<file path="src/rtl/serial_add_sub_pkg.sv">
// Shared definitions for the bit-serial adder/subtractor.
package serial_add_sub_pkg;

    // Operand width limits accepted by serial_add_sub.
    localparam int unsigned MIN_WIDTH = 2;
    localparam int unsigned MAX_WIDTH = 64;

    // Controller state encoding.
    typedef enum logic [1:0] {
        StIdle = 2'd0,
        StRun  = 2'd1,
        StDone = 2'd2
    } state_e;

    // True when a WIDTH value can be built.
    function automatic bit width_legal(input int unsigned w);
        return (w >= MIN_WIDTH) && (w <= MAX_WIDTH);
    endfunction

endpackage

</file>
<file path="src/rtl/full_adder.sv">
// Single-bit full adder cell.
module full_adder (
    input  logic A,
    input  logic B,
    input  logic Cin,
    output logic S,
    output logic Cout
);

    // Sum is odd parity, carry is the majority of the three inputs.
    always_comb begin
        S    = A ^ B ^ Cin;
        Cout = (A & B) | (A & Cin) | (B & Cin);
    end

endmodule

</file>
<file path="src/rtl/serial_add_sub.sv">
// Bit-serial adder/subtractor: one full-adder cell and a carry flop process the
// operands LSB-first, one bit per clock, behind a start/busy/done handshake.
module serial_add_sub
    import serial_add_sub_pkg::*;
#(
    parameter int unsigned WIDTH = 8
) (
    input  logic             CLK,
    input  logic             RST_N,
    input  logic             START,
    input  logic             SUB,
    input  logic [WIDTH-1:0] A,
    input  logic [WIDTH-1:0] B,
    input  logic             Cin,
    output logic [WIDTH-1:0] S,
    output logic             Cout,
    output logic             OVF,
    output logic             BUSY,
    output logic             DONE
);

    localparam int unsigned CNT_W = $clog2(WIDTH);
    localparam logic [CNT_W-1:0] CntPenult = CNT_W'(WIDTH - 2);
    localparam logic [CNT_W-1:0] CntLast   = CNT_W'(WIDTH - 1);

    if (!width_legal(WIDTH)) begin : g_bad_width
        $error("serial_add_sub: WIDTH must lie in 2..64");
    end

    state_e           state_q;
    logic [WIDTH-1:0] opa_q;
    logic [WIDTH-1:0] opb_q;
    // Holds the WIDTH-1 sum bits produced so far; the last bit comes straight
    // from the cell on the final cycle.
    logic [WIDTH-2:0] sum_q;
    logic [WIDTH-1:0] sum_d;
    logic             carry_q;
    logic             cmsb_q;
    logic [CNT_W-1:0] cnt_q;
    logic [WIDTH-1:0] s_q;
    logic             cout_q;
    logic             ovf_q;
    logic             busy_q;
    logic             done_q;
    logic             fa_s;
    logic             fa_c;

    full_adder u_bit_cell (
        .A    (opa_q[0]),
        .B    (opb_q[0]),
        .Cin  (carry_q),
        .S    (fa_s),
        .Cout (fa_c)
    );

    // New sum bit enters at the MSB so the result is aligned after WIDTH shifts.
    always_comb begin
        sum_d = {fa_s, sum_q};
    end

    // Controller, datapath registers and registered handshake/result outputs.
    always_ff @(posedge CLK or negedge RST_N) begin
        if (!RST_N) begin
            state_q <= StIdle;
            opa_q   <= '0;
            opb_q   <= '0;
            sum_q   <= '0;
            carry_q <= 1'b0;
            cmsb_q  <= 1'b0;
            cnt_q   <= '0;
            s_q     <= '0;
            cout_q  <= 1'b0;
            ovf_q   <= 1'b0;
            busy_q  <= 1'b0;
            done_q  <= 1'b0;
        end else begin
            unique case (state_q)
                StIdle, StDone: begin
                    done_q <= 1'b0;
                    if (START) begin
                        opa_q   <= A;
                        // Subtract as A + ~B + 1.
                        opb_q   <= SUB ? ~B : B;
                        carry_q <= SUB ? 1'b1 : Cin;
                        cnt_q   <= '0;
                        busy_q  <= 1'b1;
                        state_q <= StRun;
                    end else begin
                        state_q <= StIdle;
                    end
                end
                StRun: begin
                    opa_q   <= opa_q >> 1;
                    opb_q   <= opb_q >> 1;
                    sum_q   <= sum_d[WIDTH-1:1];
                    carry_q <= fa_c;
                    cnt_q   <= cnt_q + CNT_W'(1);
                    // Carry out of bit WIDTH-2 is the carry into the MSB.
                    if (cnt_q == CntPenult) begin
                        cmsb_q <= fa_c;
                    end
                    if (cnt_q == CntLast) begin
                        s_q     <= sum_d;
                        cout_q  <= fa_c;
                        ovf_q   <= cmsb_q ^ fa_c;
                        busy_q  <= 1'b0;
                        done_q  <= 1'b1;
                        state_q <= StDone;
                    end
                end
                default: begin
                    busy_q  <= 1'b0;
                    done_q  <= 1'b0;
                    state_q <= StIdle;
                end
            endcase
        end
    end

    assign S    = s_q;
    assign Cout = cout_q;
    assign OVF  = ovf_q;
    assign BUSY = busy_q;
    assign DONE = done_q;

endmodule

</file>
<file path="config.mk">
export PLATFORM = sky130hd
export DESIGN_NAME = serial_add_sub
export DESIGN_NICKNAME = d
export VERILOG_FILES = /design/src/rtl/serial_add_sub_pkg.sv /design/src/rtl/full_adder.sv /design/src/rtl/serial_add_sub.sv
export SDC_FILE = /design/constraint.sdc
export NUM_CORES = 1
export LEC_CHECK = 0
export ABC_AREA = 1
export CAP_MARGIN = 20
export CORE_MARGIN = 1
export CORE_UTILIZATION = 47
export DETAILED_ROUTE_END_ITERATION = 8
export PLACE_DENSITY = 0.72
export RECOVER_POWER = 50
export SETUP_SLACK_MARGIN = 0.05
export SYNTH_ARGS = -nofsm -noshare
export SYNTH_HDL_FRONTEND = slang
export SYNTH_SLANG_ARGS = --single-unit
</file>
<file path="constraint.sdc">
create_clock -name CLK -period 1.2 [get_ports CLK]
set_input_delay 0.18 -clock CLK [delete_from_list [all_inputs] [get_ports CLK]]
set_output_delay 0.18 -clock CLK [all_outputs]
set_load 0.01 [all_outputs]
</file>
# After elaboration in Yosys (flattened, before gate mapping)
# Index checks and enable logic that the tools add are counted.
[totals]
reg_bits = 42
in_bits = 21
out_inout_bits = 12
wordCells = 53
[op_classes]
add_sub_neg = 1
n_eq_ne = 6
mux = 18
bitwise = 9
n_reduce_logical = 7
[ops]
columns = ["op", "n"]
rows = [
  ["one-hot mux 8 bit (2 select lines)", 2],
  ["two-way mux 8 bit", 3],
  ["NOT 8 bit", 1],
  ["AND reduction 2 bit", 4],
  ["two-way mux 1 bit", 7],
  ["== test 3 bit (second input constant)", 2],
  ["one-hot mux 3 bit (2 select lines)", 1],
  ["!= test 2 bit (second input constant)", 2],
  ["one-hot mux 1 bit (2 select lines)", 2],
  ["one-hot mux 2 bit (2 select lines)", 1],
  ["adder 3 x 1 -> 3 bit (second input constant)", 1],
  ["bitwise AND 1 bit", 3],
  ["two-way mux 3 bit", 1],
  ["XOR 1 bit", 3],
  ["== test 2 x 1 -> 1 bit (second input constant)", 1],
  ["== test 2 bit (second input constant)", 1],
  ["zero test 2 bit", 1],
  ["two-way mux 2 bit", 1],
  ["OR 1 bit", 2],
  ["nonzero test 2 bit", 1],
  ["OR reduction 2 bit", 1],
]

# Longest topological paths before layout
# Gate-level depths: netlist of the first run.
[depth]
word_depth = 4
depth_mapped = 7
depth_no_buf = 6

# Hierarchy
# A second synthesis of the first run with hierarchy kept.
[hier_totals]
cells_unflattened = 236
hier_area_um2 = 1955.6
[modules_own_cells]
columns = ["mod", "instances", "cells_each", "area_per_inst_um2", "seq_area_each_um2"]
rows = [
  ["serial_add_sub", 1, 235, 1935.6, 1026.0],
  ["full_adder", 1, 1, 20.0, 0.0],
]

# Least setup slack after synthesis of the first run
# No wires, ideal clock.
[synth_path]
kind = "flip-flop to flip-flop"
startpoint = "register cnt_q[1]"
endpoint = "register cout_q, in the netlist Cout"
setup_time_ns = 0.117
t_arrival_ns = 1.128
t_required_ns = 1.083
path_slack_ns = -0.045
stages_incl_launch_ff = 8
path_buffers = 1
synth_period_minus_slack_ns = 1.245
cell_sequence = "dfrtp_1 ha_1 ha_1 inv_1 nor2_2 buf_4 nand2_1 nand2_1"
[synth_via]
elab_chain_cells = 2
[synth_rtl]
columns = ["element", "line", "rtl"]
rows = [
  ["from (decl)", "serial_add_sub.sv:39", "logic [CNT_W-1:0] cnt_q;"],
  ["from (signal assigned)", "serial_add_sub.sv:97", "cnt_q <= cnt_q + CNT_W'(1);"],
  ["== test 3 bit", "serial_add_sub.sv:102", "if (cnt_q == CntLast) begin"],
  ["AND reduction 2 bit (no source line)", "n/a", ""],
  ["to (signal assigned)", "serial_add_sub.sv:72", "cout_q <= 1'b0;"],
  ["to (signal assigned)", "serial_add_sub.sv:104", "cout_q <= fa_c;"],
  ["to (decl)", "serial_add_sub.sv:41", "logic cout_q;"],
]
# Every way passes these cells.
# A chain may end at the register's enable or synchronous reset.

# Final worst setup path of the first run
[layout_path]
startpoint = "register opa_q[0]"
endpoint = "register ovf_q, in the netlist OVF"
[layout_via]
elab_chain_cells = 4
elab_cells_between_ends = 5
classes_between = "bitwise (5)"
[layout_rtl]
columns = ["element", "line", "rtl"]
rows = [
  ["from (decl)", "serial_add_sub.sv:31", "logic [WIDTH-1:0] opa_q;"],
  ["from (signal assigned)", "serial_add_sub.sv:93", "opa_q <= opa_q >> 1;"],
  ["bitwise AND 1 bit", "full_adder.sv:13", "Cout = (A & B) | (A & Cin) | (B & Cin);"],
  ["OR 1 bit (*) (2 in a row)", "full_adder.sv:13", ""],
  ["via fa_c", "serial_add_sub.sv:46", "logic fa_c;"],
  ["XOR 1 bit (*)", "serial_add_sub.sv:105", "ovf_q <= cmsb_q ^ fa_c;"],
  ["to (signal assigned)", "serial_add_sub.sv:105", ""],
  ["to (decl)", "serial_add_sub.sv:42", "logic ovf_q;"],
]
# The timed path passes the listed nets; every way through them passes the cells marked *.

==> impl_metrics.ini, run 1 <==
[status]
status = finished, violations left
violations = negative setup slack

[floorplan]
initial_utilization = 0.491
die_height_microns = 66.7
dieArea_sq_um = 4440
io_pins = 33
rows = 23
core-area_sq_um = 4000
die_w_microns = 66.7

[timing]
max-slew-margin-rel = 0.580
finalHoldViolations = 0
fin_ws_ns = -0.0497
max_freq_ghz = 0.800
setup_viol = 2
slew_violations = 0
skew_ns = 0.00497
whs_ns = 0.405
grt_setup_unrepaired = yes
timing.final.crit_share = 1.04
worstMarginPinSlew_ns = 0.631
fin_crit_ns = 1.25

[yosys]
ys_ff_latch = 41
synth_seq_area_share = 0.522
yosys.area.top_type = dfrtp_1
async_reset_ff_frac = 1.00
synthCells = 238
synth_edf_count = 0
synth_most_common_cell = nand2_1
yosys-top-cells-count = 102 x nand2_1, 41 x dfrtp_1, 35 x nand3_1
syn_area_per_cell_sq_um = 8.25
syn_area_sq_um = 1960
yosysUniqueCellTypes = 20
ys_warn_count = 0
syn-num-nets = 263
synth.top_cell.area_share = 0.522
synth_area_leaders = dfrtp_1 52%, nand2_1 19%, nand3_1 8.9%
ys.flop_type = dfrtp_1

[layout]
fin_nets = 325
design_area_sq_um = 2870
drive_above_1_share = 0.276
stdcell_count = 351
antenna_cells = 0
syn_to_final_growth_pct = 46.2

[power_and_ir_drop]
p_total_w = 0.00709
ir_drop_mv = 1.14
power_density_nw_per_um2 = 2470
power_leakage_nw = 1.49

[critical_path]
r2r-start = opa_q[0]
cp_common_cell = nand2_1
cp-end-kind = register
r2r_end = OVF
path_max_fanout = 4
worstPathArrival_ns = 1.44
critical_path.cell_chain = fa_2 > xor2_1 > nand2_1 > nand2_1
slowest_delay_ns = 0.45
crit_type = register to register
start_kind = register
slowest_stage = fa_2
cp.required_ns = 1.39
r2r.worst_path.cells = 4
r2r_setup_slack_ns = -0.05

[routing]
ant_nets = 0
post-route-drc-count = 0
drtIter0Drc = 131
wl_microns = 4560
routedWlPerCell_microns = 13.0
first_pass_iters = 4
vias_per_cell = 4.89
vias = 1718

[global_routing]
grt_pass1_vias = 1557
grt.total_usage = 0.210
grt_max_degree = 23
antenna_found_initial = 0
grt_pass1_wl_microns = 6860
gr-total-overflow = 0

[cts]
clock_sink_count = 41
cts-root-buf = clkbuf_8
cts_tree = yes
cts_buffers = 5
clkLatencyLatePin_ns = 0.30
clkTransAtPathRegs_ns = 0.08
cts_max_level = 2
cts_max_path_buffers = 2

[job]
maxCapViolCount = 0

[place]
dpl.hpwl_microns = 2820
placed_cell_area_sq_um = 2420
pre_cts_ws_ns = -0.124
io_buffers = 32
place_congestion = 0.814
dpl.cell_count = 327

[worst_hold_path]
hp-class = primary input to async pin
kinds of logic (layout without fill, tap and decap cells):
family,after synthesis,after routing,synth area share
XOR/XNOR,1,1,0.00446
AO/OA/AOI/OAI,11,11,0.0357
flip-flops,41,41,0.522
buffers and inverters,34,96,0.0898
adder cells (fa/ha/maj),4,4,0.0293
AND/OR/NAND/NOR,147,148,0.318
repair_timing:
action / CTS / global route
hold endpoints to repair: 10 / 0
endpoints found under the setup margin: 43 / 40
setup buffers: 4 / 9
cloned: 1 / 3
pin swaps: 6 / 16
resized for setup: 36 / 53
hold buffers: 1 / 0
through the flow:
stage	setup TNS [ns]	utilization
2_1_floorplan	0	-
3_3_place_gp	-1.51	0.606
3_5_place_dp	-2.22	0.606
4_1_cts	-0.0258	0.658
5_1_grt	-0.688	0.718
6_report	-0.0771	0.718
area by class of cell:
cell class,instances,area [sq um]
Clock buffer,5,68.8
Sequential cell,41,1030
Timing Repair Buffer,63,632
Multi-Input combinational cell,164,947
Tap cell,50,62.6
Clock inverter,3,17.5
Fill cell,311,1130
Inverter,25,116
where the power goes:
part	internal, W	leakage [nW]	switching, W
clock	0.000401	0.0439	0.000487
sequential	0.00201	0.514	0.000493
combinational	0.00181	0.934	0.00188
worst max-delay path by stage:
| stage | startpoint | end | slack [ns] | depth (start not counted) |
|---|---|---|---|---|
| 2_1_floorplan | cnt_q[1] | Cout | 0.05 | 7 |
| 3_3_place_gp | START | opa_q[4] | -0.09 | 6 |
| 3_5_place_dp | START | cnt_q[1] | -0.12 | 6 |
| 4_1_cts | carry_q | OVF | -0.03 | 4 |
| 5_1_grt | DONE | S[4] | -0.08 | 7 |
| 6_report | opa_q[0] | OVF | -0.05 | 4 |
critical path, delay by kind of cell, from the launching register on:
family	cells	cell delay, ns
flops	1	0.42
simple gates	2	0.11
xor+xnor	1	0.16
fa+ha+maj	1	0.45
routing by layer:
layer	up-vias	global-route usage	share of wire
li1	866	-	-
met1	807	0.275	0.44
met2	39	0.333	0.51
met3	6	0.0599	0.037
met4	0	0.0665	0.011
met5	-	0	0
registers in the layout (all words and copies together), names as in the netlist:
name     flops
OVF          1
S            8
state_q      1
opa_q        8
opb_q        8
BUSY         1
cnt_q        3
sum_q        7
carry_q      1
DONE         1
cmsb_q       1
Cout         1
layout by cell type (no fill, tap or decap):
cell type / synthesis / layout
dlygate4sd3_1: 0 / 1
ha_1: 3 / 1
o21ai_1: 0 / 3
o21ai_2: 4 / 6
nor2_4: 0 / 3
buf_12: 0 / 1
o21ai_0: 7 / 2
dfrtp_2: 0 / 1
fa_2: 0 / 1
clkdlybuf4s50_1: 0 / 19
ha_2: 0 / 1
nand2_1: 102 / 90
nand2_2: 1 / 3
buf_8: 0 / 1
clkbuf_1: 0 / 1
dfrtp_1: 41 / 40
nand2_4: 1 / 10
inv_6: 0 / 2
clkinv_2: 0 / 2
buf_16: 0 / 1
clkbuf_4: 0 / 1
buf_2: 1 / 1
clkinvlp_4: 0 / 1
clkdlybuf4s15_1: 0 / 11
nor2_1: 3 / 3
inv_2: 1 / 2
xor2_1: 1 / 1
nand3_1: 35 / 25
clkbuf_16: 0 / 1
ha_4: 0 / 1
buf_6: 4 / 8
buf_4: 4 / 17
clkbuf_8: 0 / 5
nand2_8: 0 / 1
nand3_2: 2 / 12
clkinv_8: 0 / 1
inv_1: 23 / 20
or2_0: 1 / 1
No activity file was read; power rests on OpenSTA's default activity.
==> run 2, diff against run 1 <==
Settings changed: CORE_ASPECT_RATIO set to 1.25, CORE_MARGIN 1 to 4, CTS_CLUSTER_DIAMETER set to 100.
==> impl_metrics.ini, run 2 (synthesis results as in run 1) <==
[power_and_ir_drop]
p_total_w = 0.00673
power_leakage_nw = 1.39
power_density_nw_per_um2 = 2470
ir_drop_mv = 1.18

[timing]
fin_ws_ns = -0.0383
grt_setup_unrepaired = yes
max_freq_ghz = 0.808
max-slew-margin-rel = 0.636
setup_viol = 2
finalHoldViolations = 0
worstMarginPinSlew_ns = 0.547
whs_ns = 0.465
timing.final.crit_share = 1.03
slew_violations = 0
skew_ns = 0.00380
fin_crit_ns = 1.24

[critical_path]
r2r.worst_path.cells = 4
slowest_delay_ns = 0.44
cp-end-kind = register
cp.required_ns = 1.38
crit_type = register to register
r2r_end = OVF
r2r-start = carry_q
r2r_setup_slack_ns = -0.04
cp_common_cell = nand2_1
critical_path.cell_chain = fa_2 > xor2_1 > nand2_1 > nand2_1
start_kind = register
worstPathArrival_ns = 1.42
slowest_stage = fa_2
path_max_fanout = 4

[global_routing]
grt_max_degree = 42
grt_pass1_vias = 1585
grt.total_usage = 0.162
antenna_found_initial = 0
gr-total-overflow = 0
grt_pass1_wl_microns = 6730

[worst_hold_path]
hp-class = register to register
whs_path_depth = 2
min_to = BUSY
worstHoldStart = BUSY

[cts]
cts_max_level = 2
cts_tree = yes
cts_buffers = 5
cts-root-buf = clkbuf_8
clkLatencyLatePin_ns = 0.28
cts_max_path_buffers = 2
clock_sink_count = 41
clkTransAtPathRegs_ns = 0.08

[layout]
regArea_sq_um = 1030
syn_to_final_growth_pct = 38.8
multi_input_area_sq_um = 856
antenna_cells = 0
fin_nets = 319
design_area_sq_um = 2730
layout.cells.most_common = nand2_1
final_util = 0.670
drive_above_1_share = 0.214
fillers = 346
final_cell_mix = 98 x nand2_1, 40 x dfrtp_1, 32 x nand3_1

[floorplan]
die_height_microns = 80.3
die_w_microns = 65.8
dieArea_sq_um = 5280
rows = 26
core-area_sq_um = 4070
io_pins = 33
initial_utilization = 0.483

[routing]
routedWlPerCell_microns = 11.3
first_pass_iters = 4
drtIter0Drc = 75
wl_microns = 3970
vias = 1672
ant_nets = 0
vias_per_cell = 4.76
post-route-drc-count = 0

[place]
placed_cell_area_sq_um = 2410
place_congestion = 0.773
pre_cts_ws_ns = -0.0931
io_buffers = 32
dpl.hpwl_microns = 2750

[job]
maxCapViolCount = 0

[status]
status = finished, violations left
violations = negative setup slack
## run 2: worst max-delay path by stage
stage	start	to	slack, ns
after detailed placement	START	opa_q[1]	-0.09
after global routing	carry_q	OVF	-0.09
final	carry_q	OVF	-0.04
after global placement	START	cnt_q[1]	-0.09
after CTS	carry_q	OVF	-0.04
after floorplan	cnt_q[1]	Cout	0.05
## run 2: stage by stage
stage,instances,TNS [ns]
after floorplan,238,0
after detailed placement,330,-1.99
after global routing,351,-0.297
after global placement,330,-1.43
final,351,-0.0517
after CTS,342,-0.0571
## run 2: critical path: cells and delay by family (launching register included)
kind	cells	cell delay, ns
xor gates and xnor gates	1	0.17
adders and majority gates	1	0.44
DFF	1	0.41
and+or+nand+nor	2	0.12
## run 2: layer usage
layer | wire (microns) | global-route usage
met5 | 0 | 0
met1 | 1800 | 0.197
met2 | 2020 | 0.284
met3 | 128 | 0.0336
met4 | 26 | 0.0498
## run 2: power breakdown
group / internal (W) / total (W) / switching (W) / leakage, nW
sequential: 0.00201 / 0.00242 / 0.000407 / 0.514
clock: 0.000826 / 0.00129 / 0.000466 / 0.0681
combinational: 0.00143 / 0.00302 / 0.00159 / 0.812
total: 0.00427 / 0.00673 / 0.00246 / 1.39
## run 2: layout make-up
cell class | instances | share of cell area
sequential | 41 | 0.377
multi-input combinational | 164 | 0.314
timing repair buffer | 57 | 0.196
inverter | 25 | 0.0381
tap | 56 | 0.0257
clock buffer | 5 | 0.0252
clock inverter | 3 | 0.0239
## run 2: repair_timing
item,CTS,global route
pin swaps,5,20
resized for setup,22,30
gates cloned,1,1
setup buffers,2,8
hold buffers,1,0
endpoints found under the setup margin,44,43
hold endpoints to repair,41,0
